### src/rtl/mult_seq_ctrl.sv
// Operand-entry and sequencing controller for the multiplier board: latches two
// switch operands on enter pulses, runs a WIDTH-cycle shift-add multiply, holds the product.
module mult_seq_ctrl #(
  parameter int unsigned WIDTH = 4
) (
  input  logic               clk,
  input  logic               reset,
  input  logic [WIDTH-1:0]   sw,
  input  logic               btn_enter,
  input  logic               btn_clear,
  output logic [WIDTH-1:0]   operand_a,
  output logic [WIDTH-1:0]   operand_b,
  output logic [2*WIDTH-1:0] product,
  output logic [1:0]         phase,
  output logic               busy,
  output logic               done
);

  localparam int unsigned PW = 2 * WIDTH;
  localparam int unsigned CW = (WIDTH > 1) ? $clog2(WIDTH) : 1;
  localparam logic [CW-1:0] CNT_LAST = CW'(WIDTH - 1);

  typedef enum logic [1:0] {
    ENTER_A = 2'b00,
    ENTER_B = 2'b01,
    CALC    = 2'b10,
    DONE    = 2'b11
  } state_e;

  state_e          state_q, state_d;
  logic [WIDTH-1:0] opa_q, opa_d;
  logic [WIDTH-1:0] opb_q, opb_d;
  logic [PW-1:0]    product_q, product_d;
  logic [PW-1:0]    acc_q, acc_d;
  logic [CW-1:0]    cnt_q, cnt_d;
  logic [PW-1:0]    partial;
  logic [PW-1:0]    sum;

  always_ff @(posedge clk or negedge reset) begin
    if (!reset) begin
      state_q   <= ENTER_A;
      opa_q     <= '0;
      opb_q     <= '0;
      product_q <= '0;
      acc_q     <= '0;
      cnt_q     <= '0;
    end else begin
      state_q   <= state_d;
      opa_q     <= opa_d;
      opb_q     <= opb_d;
      product_q <= product_d;
      acc_q     <= acc_d;
      cnt_q     <= cnt_d;
    end
  end

  // cnt never exceeds WIDTH-1, so the multiplier bit select stays in range.
  always_comb begin
    partial = '0;
    if (opb_q[cnt_q]) begin
      partial = PW'(opa_q) << cnt_q;
    end
    sum = acc_q + partial;
  end

  always_comb begin
    state_d   = state_q;
    opa_d     = opa_q;
    opb_d     = opb_q;
    product_d = product_q;
    acc_d     = acc_q;
    cnt_d     = cnt_q;

    if (btn_clear) begin
      state_d   = ENTER_A;
      opa_d     = '0;
      opb_d     = '0;
      product_d = '0;
      acc_d     = '0;
      cnt_d     = '0;
    end else begin
      unique case (state_q)
        ENTER_A: begin
          if (btn_enter) begin
            opa_d   = sw;
            state_d = ENTER_B;
          end
        end
        ENTER_B: begin
          if (btn_enter) begin
            opb_d   = sw;
            acc_d   = '0;
            cnt_d   = '0;
            state_d = CALC;
          end
        end
        CALC: begin
          acc_d = sum;
          if (cnt_q == CNT_LAST) begin
            product_d = sum;
            cnt_d     = '0;
            state_d   = DONE;
          end else begin
            cnt_d = cnt_q + CW'(1);
          end
        end
        DONE: begin
          if (btn_enter) begin
            state_d = ENTER_A;
          end
        end
        default: state_d = ENTER_A;
      endcase
    end
  end

  assign operand_a = opa_q;
  assign operand_b = opb_q;
  assign product   = product_q;
  assign phase     = state_q;
  assign busy      = (state_q == CALC);
  assign done      = (state_q == DONE);

endmodule

### config.mk
export PLATFORM = sky130hd
export DESIGN_NAME = mult_seq_ctrl
export DESIGN_NICKNAME = d
export VERILOG_FILES = /design/src/rtl/mult_seq_ctrl.sv
export SDC_FILE = /design/constraint.sdc
export NUM_CORES = 1
export LEC_CHECK = 0
export BUFFER_PORTS_ARGS = -buffer_cell sky130_fd_sc_hd__buf_2
export CELL_PAD_IN_SITES_DETAIL_PLACEMENT = 1
export CELL_PAD_IN_SITES_GLOBAL_PLACEMENT = 2
export CORE_ASPECT_RATIO = 1.2
export CORE_MARGIN = 2
export CORE_UTILIZATION = 23
export CTS_CLUSTER_DIAMETER = 200
export CTS_CLUSTER_SIZE = 20
export DETAILED_ROUTE_END_ITERATION = 10
export PLACE_DENSITY_LB_ADDON = 0.2
export SLEW_MARGIN = 20
export SYNTH_ARGS = -nofsm -noshare
export SYNTH_HDL_FRONTEND = slang
export SYNTH_SLANG_ARGS = --single-unit
### constraint.sdc
create_clock -name clk -period 6.83 [get_ports clk]
set_clock_uncertainty 0.1 [all_clocks]
set_input_delay 0.683 -clock clk [delete_from_list [all_inputs] [get_ports clk]]
set_output_delay 0.683 -clock clk [all_outputs]
set_load 0.02 [all_outputs]
# After elaboration in Yosys (flattened, before gate mapping)
# Index checks and enable logic that the tools add are counted.
dict set report op_classes {
  n_mux 23
  magnitude_cmp 1
  div 0
  add_sub_neg 2
  n_eq_ne 8
  n_bitwise 0
  n_mul 0
  n_shift 1
  reduce_logical 12
}
# operator n
set op_table {}
lappend op_table {{$mux 8} 6}
lappend op_table {{$mux 4} 5}
lappend op_table {{$pmux 8 s2} 1}
lappend op_table {{$mux 2} 7}
lappend op_table {{$reduce_bool 2->1} 5}
lappend op_table {{$ne 3x3->1 const B} 3}
lappend op_table {{$add 8x8->8} 1}
lappend op_table {{$pmux 2 s4} 1}
lappend op_table {{$reduce_and 2->1} 4}
lappend op_table {{$shl 4x2->8} 1}
lappend op_table {{$eq 2x2->1 const B} 3}
lappend op_table {{$pmux 2 s2} 1}
lappend op_table {{$reduce_and 4->1} 1}
lappend op_table {{$lt 2x3->1 const B} 1}
lappend op_table {{$ne 3x2->1 const B} 1}
lappend op_table {{$reduce_bool 3->1} 1}
lappend op_table {{$add 2x1->2 const B} 1}
lappend op_table {{$bmux 1 s2} 1}
lappend op_table {{$eq 2x1->1 const B} 1}
lappend op_table {{$logic_not 2->1} 1}
lappend op_table {{$mux 1} 1}
dict set report word_totals {
  register_bits 28
  output_inout_bits 20
  mem_bits_rw 0
  mem_count 0
  romBits 0
  elab_cells 53
  latch_bits 0
}

# Depth between registers and ports, before layout
# Gate-level depths: netlist (run 1).
dict set report logic_depth {
  depth_word 7
  mapped_depth 11
}

# Least setup slack after synthesis (run 1)
# OpenSTA, ideal clock, no wires.
dict set report synth_timing {
  kind {register to register}
  start {register cnt_q[1]}
  end {register product_q[5], in the netlist product[5]}
  setup_time_ps 126
  setup_slack_ps 4318
  required_ps 6604
  arrival_time_ps 2286
  stages_incl_launch_ff 11
  cell_sequence {dfrtp_1 buf_2 mux2_2 nand2_1 o21ai_0 and2_1 ha_1 or2_2 buf_2 and3_1 a311o_1}
}
dict set report synth_via {
  elab_chain_cells 7
  elab_cells_between_ends 11
  classes_between {1 x add/sub; 1 x eq/ne; 1 x shift; 6 x mux; 2 x reduce/logical}
}
# item line_no
set synth_lines {}
lappend synth_lines {{start, declared} 35} ;# logic [CW-1:0] cnt_q, cnt_d;
lappend synth_lines {{start signal, assigned} 53} ;# cnt_q <= cnt_d;
lappend synth_lines {{$bmux 1 s2} 60} ;# if (opb_q[cnt_q]) begin
lappend synth_lines {{$mux 1 (not written as such)} 60}
lappend synth_lines {{$mux 8} 60}
lappend synth_lines {{$add 8x8->8} 63} ;# sum = acc_q + partial;
lappend synth_lines {{$mux 8} 99} ;# if (cnt_q == CNT_LAST) begin
lappend synth_lines {{$mux 8} 82} ;# unique case (state_q)
lappend synth_lines {{$mux 8} 74} ;# if (btn_clear) begin
lappend synth_lines {{end signal, assigned} 51} ;# product_q <= product_d;
lappend synth_lines {{end, declared} 33} ;# logic [PW-1:0] product_q, product_d;
# Parallel ways exist; a longest one is shown, timed or not. The select of a mux whose other input is x is not followed.
# A chain may end at the register's enable or synchronous reset.

# Worst setup path after layout (run 1)
dict set report layout_timing {
  start {register cnt_q[0]}
  end {register product_q[6], in the netlist product[6]}
}
# The elaborated chain is that of the path after synthesis.

==> flow_summary.json, run 1 <==
{
  "status": "finished clean",
  "seqCellArea_um2": 701,
  "final_cell_mix": "34 x nand2_1, 28 x dfrtp_1, 27 x buf_2",
  "p_per_area_nw_per_um2": 225,
  "hold-worst-slack_ps": 325,
  "final_common_cell": "nand2_1",
  "clkPwrFrac_pct": 22.1,
  "grt_pass1_wl_mm": 9.03,
  "track_usage_pct": 13.4,
  "hold_violations": 0,
  "ctsHtreeMaxLevel": 1,
  "timing.fmax_mhz": 351,
  "drtPass1Iterations": 4,
  "synth_ff_type": "dfrtp_1",
  "yosysWarnings": 0,
  "drc_errors": 0,
  "ys_seq_elements": 28,
  "drt_wl_total_mm": 5.45,
  "fill_cells": 900,
  "crit_family": "compound AO/OA/AOI/OAI gates",
  "p_leak_nw": 0.980,
  "cts.sinks": 28,
  "fin_crit_ps": 2850,
  "rows": 35,
  "dieWidth_um": 84.8,
  "cap_violations": 0,
  "clkLatencyLatePin_ps": 280,
  "combPwrFrac_pct": 34.2,
  "cts_resized": 0,
  "initial_core_util_pct": 23.5,
  "synth.yosys.seq_area_share_pct": 38.9,
  "crit_buf_inv": 0,
  "root_buffer": "clkbuf_8",
  "grtUsageMet2_pct": 22.5,
  "hold_buffers": 0,
  "fin_nets": 241,
  "drtIter0Drc": 45,
  "multiInputGateArea_um2": 1030,
  "wl_per_cell_um": 17.6,
  "design_area_um2": 2050,
  "cp_slowest_stage_delay_ps": 630,
  "drive_gt1_share_pct": 18.8,
  "p_switching_mw": 0.189,
  "worstSetupPathType": "reg -> reg",
  "grt_busiest_layer": "met2",
  "tightest_slew_ps": 689,
  "antenna_found_initial": 0,
  "switching_share_pct": 40.9,
  "critPathLaunchType": "register",
  "vias_per_cell": 4.97,
  "dpl_cell_area_um2": 2010,
  "synth_edf_count": 0,
  "netlist_area_um2": 1800,
  "coreArea_um2": 7660,
  "critical_path.cell_chain": "mux4_2 > and2_1 > ha_1 > a211o_1 > a2111oi_2 > nand3b_1 > a31o_1",
  "rsz0062_at_grt": "no",
  "finalSetupViolations": 0,
  "grt_max_degree": 29,
  "die_h_um": 101,
  "fin_util_pct": 26.7,
  "critPathMaxFanout": 16,
  "relSlewSlack_pct": 53.9,
  "slowest_stage": "dfrtp_1",
  "grt_pass1_vias": 1709,
  "dp_hpwl_mm": 4.00,
  "synth.distinct_cells": 48,
  "cts-buffers-inserted": 3,
  "intPower_mw": 0.273,
  "r2r_cells": 7,
  "avgSynthCellArea_um2": 9.11,
  "layout_worst_path_cycle_share_pct": 41.7,
  "worstPathRequired_ps": 6960,
  "p_total_mw": 0.461,
  "cp.depth": 7,
  "areaGrowthSynthToFinish_pct": 13.7,
  "route.vias.total": 1540,
  "postCtsSetupBuffers": 0,
  "async_flop_share_pct": 100,
  "grt_overflow": 0,
  "vdd_drop_max_mv": 0.149,
  "hold_path_class": "in -> async",
  "io-pin-count": 28,
  "antenna_cells": 0,
  "fin_tns_setup_ps": 0,
  "numPortBuffers": 27,
  "cts_tree": "built",
  "cp-end-kind": "register",
  "arrival_ps": 2980,
  "use_met3_pct": 1.47,
  "syn_nets": 219,
  "clk_pin_slew_ps": 110,
  "p_seq_share_pct": 43.7,
  "gp_congestion": 0.733,
  "synth_cells": 198,
  "met1_usage_pct": 19.1,
  "ant_nets": 0,
  "maxSlewViolCount": 0,
  "dieArea_um2": 8570,
  "cts_buffer_depth": 2
}
-- cell families (layout without fill, tap and decap cells) --
| group | after synthesis | after routing | share of synthesized area (%) |
|---|---|---|---|
| simple gates | 80 | 80 | 21.0 |
| compound gates | 54 | 54 | 22.3 |
| flops | 28 | 28 | 38.9 |
| buf+inv | 16 | 36 | 3.75 |
| fa+ha+maj | 13 | 13 | 9.44 |
| mux | 5 | 5 | 3.61 |
| xor+xnor | 2 | 2 | 0.972 |
-- metal layers --
layer,vias up,share of wire [%]
li1,764,-
met1,759,51
met2,15,47
met3,2,1.6
met4,0,0.53
met5,-,0
-- worst reg2reg max path: stages, from the launching register on --
cell and delay, ps:
dfrtp_1 630, mux4_2 580, and2_1 170, ha_1 350, a211o_1 370, a2111oi_2 290
nand3b_1 170, a31o_1 150
-- through the flow --
step	instances	setup slack [ps]
finish	310	3980
global route	310	3770
CTS	310	3970
detailed placement	307	3980
global placement	307	4050
floorplan	198	4320
-- state kept, by name, summed over array words and instances, names as in the netlist --
name and count:
operand_a 4, product 8, acc_q 8, operand_b 4, phase 2, cnt_q 2
-- final timing paths --
check	startpoint	to	slack, ps
min in group clk	acc_q[0]	acc_q[0]	410
min reg2reg	acc_q[0]	acc_q[0]	410
max in group asynchronous	reset	acc_q[2]	5860
max	cnt_q[0]	product[6]	3980
max reg2reg	cnt_q[0]	product[6]	3980
min	reset	product[4]	330
-- cell usage after synthesis, types with 2 or more instances --
master / n / share of area (%)
a2111oi_0: 2 / 0.97
a2111oi_2: 2 / 1.7
a211o_1: 3 / 1.5
a21o_1: 2 / 0.83
a21oi_1: 14 / 3.9
a22o_1: 2 / 0.97
a31oi_1: 2 / 0.69
and2_1: 4 / 1.4
and3_1: 2 / 0.69
buf_2: 3 / 0.83
clkbuf_1: 6 / 1.2
dfrtp_1: 28 / 39
ha_1: 12 / 8.3
inv_1: 6 / 1.2
mux2_2: 2 / 1.2
mux2i_1: 2 / 1.1
nand2_1: 34 / 7.1
nand3_1: 18 / 5.0
nand3b_1: 3 / 1.2
nor2_1: 8 / 1.7
nor2b_1: 3 / 1.0
nor3_1: 4 / 1.1
o211a_1: 2 / 1.1
o211ai_1: 2 / 0.83
o21ai_0: 8 / 2.2
xnor2_1: 2 / 0.97
-- power by group through the flow --
stage | sequential, mW | combinational [mW] | clock [mW]
after CTS | 0.203 | 0.162 | 0.103
after floorplan | 0.213 | 0.103 | 0
after detailed placement | 0.206 | 0.161 | 0
after global routing | 0.206 | 0.179 | 0.109
after global placement | 0.206 | 0.162 | 0
final | 0.202 | 0.158 | 0.102
-- area by class of cell --
cell class,count,share of cell area (%)
multi-input combinational,154,50.5
sequential,28,34.2
timing repair buffer,27,6.59
tap,92,5.62
clock buffer,3,2.01
inverter,6,1.10
No activity file was read; power rests on OpenSTA's default activity.
==> run 2, diff against run 1 <==
==> constraint.sdc (replaced) <==
create_clock -name clk -period 2.38 [get_ports clk]
set_clock_uncertainty 0.1 [all_clocks]
set_input_delay 0.238 -clock clk [delete_from_list [all_inputs] [get_ports clk]]
set_output_delay 0.238 -clock clk [all_outputs]
set_load 0.02 [all_outputs]
==> run 2 against run 1 <==
Compared with the run above:
- the flow now finishes with violations (setup timing)
- combinational power rose to 3.5 times the previous value
- critical path type unchanged
- die area unchanged
- via count up 10%
- largest power group unchanged
- power rose to 3.3 times the previous value
- register-to-register slack worse by 4000 ps
- sequential share of layout area down 5.0 points
- critical endpoint unchanged
- flip-flop and latch count unchanged
- worst setup slack worse by 4000 ps
==> flow_summary.json, run 2 (synthesis results as in run 1) <==
{
  "drive_gt1_share_pct": 33.6,
  "hold_start": "sw[2]",
  "switching_share_pct": 37.1,
  "cap_violations": 0,
  "dieWidth_um": 84.8,
  "ctsHtreeMaxLevel": 1,
  "startpoint": "cnt_q[0]",
  "hold_violations": 0,
  "post-place-ws_ps": -55.6,
  "drc_errors": 0,
  "numPortBuffers": 27,
  "clk_pin_slew_ps": 120,
  "cts_tree": "built",
  "cts.sinks": 28,
  "hold-worst-slack_ps": 91.7,
  "p_seq_share_pct": 36.7,
  "cts_buffer_depth": 2,
  "root_buffer": "clkbuf_8",
  "ant_nets": 0,
  "status": "finished with violations",
  "grt_overflow": 0,
  "die_h_um": 101,
  "grt_pass1_vias": 1809,
  "antenna_found_initial": 0,
  "p_leak_nw": 1.12,
  "worst_slack_ps": -8.33,
  "critical_path.cell_chain": "mux4_2 > and2_4 > ha_4 > a211o_1 > a2111oi_2 > nand3b_1 > a31o_1",
  "layout_worst_path_cycle_share_pct": 100,
  "critPathMaxFanout": 3,
  "dieArea_um2": 8570,
  "worstSetupPathType": "reg -> reg",
  "cts-buffers-inserted": 3,
  "drtIter0Drc": 42,
  "track_usage_pct": 13.9,
  "final_common_cell": "nand2_1",
  "dp_hpwl_mm": 4.22,
  "grt_max_degree": 29,
  "p_per_area_nw_per_um2": 636,
  "initial_core_util_pct": 23.5,
  "worstPathRequired_ps": 2530,
  "cp_slowest_stage_delay_ps": 540,
  "intPower_mw": 0.963,
  "rsz0062_at_grt": "yes",
  "fin_crit_ps": 2390,
  "areaGrowthSynthToFinish_pct": 33.7,
  "slowest_stage": "mux4_2",
  "drtPass1Iterations": 4,
  "fin_nets": 269,
  "clkLatencyLatePin_ps": 290,
  "regToRegSetupSlack_ps": -8,
  "violations": "setup timing",
  "relSlewSlack_pct": 50.8,
  "timing.fmax_mhz": 419,
  "io-pin-count": 28,
  "final_cell_mix": "34 x nand2_1, 27 x buf_2, 26 x buf_4",
  "fill_cells": 908,
  "finalSetupViolations": 2,
  "gp_congestion": 0.749,
  "drt_wl_total_mm": 5.50,
  "grt_pass1_wl_mm": 9.39,
  "cp-end-kind": "register",
  "critPathLaunchType": "register",
  "maxSlewViolCount": 0,
  "wl_per_cell_um": 16.2,
  "hold_path_class": "in -> reg",
  "tightest_slew_ps": 738,
  "antenna_cells": 0,
  "vias_per_cell": 5.00,
  "vdd_drop_max_mv": 0.349,
  "p_switching_mw": 0.568,
  "arrival_ps": 2530,
  "combPwrFrac_pct": 36.5,
  "rows": 35,
  "timing.rr.start": "cnt_q[0]",
  "route.vias.total": 1695,
  "clkPwrFrac_pct": 26.9,
  "coreArea_um2": 7660
}
[run 2: cell count changes in the layout (fill, tap and decap cells not counted), sizes merged]
cell and change:
dlygate4sd3 +1, bufinv +1, buf +27
[run 2: power by group through the flow]
| stage | combinational (mW) | clock [mW] | sequential, mW |
|---|---|---|---|
| finish | 0.558 | 0.412 | 0.562 |
| global route | 0.624 | 0.447 | 0.571 |
| CTS | 0.568 | 0.425 | 0.564 |
| detailed placement | 0.562 | 0 | 0.574 |
| global placement | 0.565 | 0 | 0.572 |
| floorplan | 0.300 | 0 | 0.611 |
[run 2: what timing repair did]
item	CTS	global route
endpoints found under the setup margin	6	9
endpoints found under the hold margin	28	0
pin swaps	3	9
hold buffers	1	0
resized for setup	8	7
buffers inserted	1	0
[run 2: worst max-delay path: cells and delay by family, from the launching register on]
kind | cells | cell delay, ps
AOI/OAI and AO/OA | 3 | 730
muxes | 1 | 540
DFF | 1 | 400
and+or+nand+nor | 2 | 350
adders and majority gates | 1 | 220
[run 2: area by class of cell]
class	count	area, um2	share of cell area, %
clock buffer	3	41.3	1.71
tap	92	115	4.78
timing repair buffer	55	352	14.6
sequential	28	704	29.2
multi-input combinational	154	1140	47.5
clock inverter	1	30.0	1.25
inverter	6	22.5	0.935
[run 2: metal layers]
metal	vias to the layer above	part of all wire (%)	global-route usage, %
li1	819	-	-
met1	849	47	18.3
met2	22	49	24.5
met3	5	2.9	1.72
met4	0	0.93	2.93
met5	-	0	0
[run 2: path summary, 6_finish.rpt]
path	endpoint	cells after the start
min in group asynchronous	operand_a[1]	2
max reg2reg	product[6]	7
max in group asynchronous	cnt_q[1]	2
min reg2reg	acc_q[0]	2
min	operand_b[2]	3
max	product[6]	7
[run 2: through the flow]
step | cells | power [mW] | TNS, ps | util, % | instance area, um2
3_3_place_gp | 333 | 1.14 | -70.0 | 29.3 | 2240
4_1_cts | 339 | 1.56 | -114 | 31.0 | 2370
6_report | 339 | 1.53 | -11.6 | 31.4 | 2410
3_5_place_dp | 333 | 1.14 | -160 | 29.3 | 2240
2_1_floorplan | 198 | 0.910 | -29.5 | - | 1850
5_1_grt | 339 | 1.64 | -409 | 31.4 | 2410
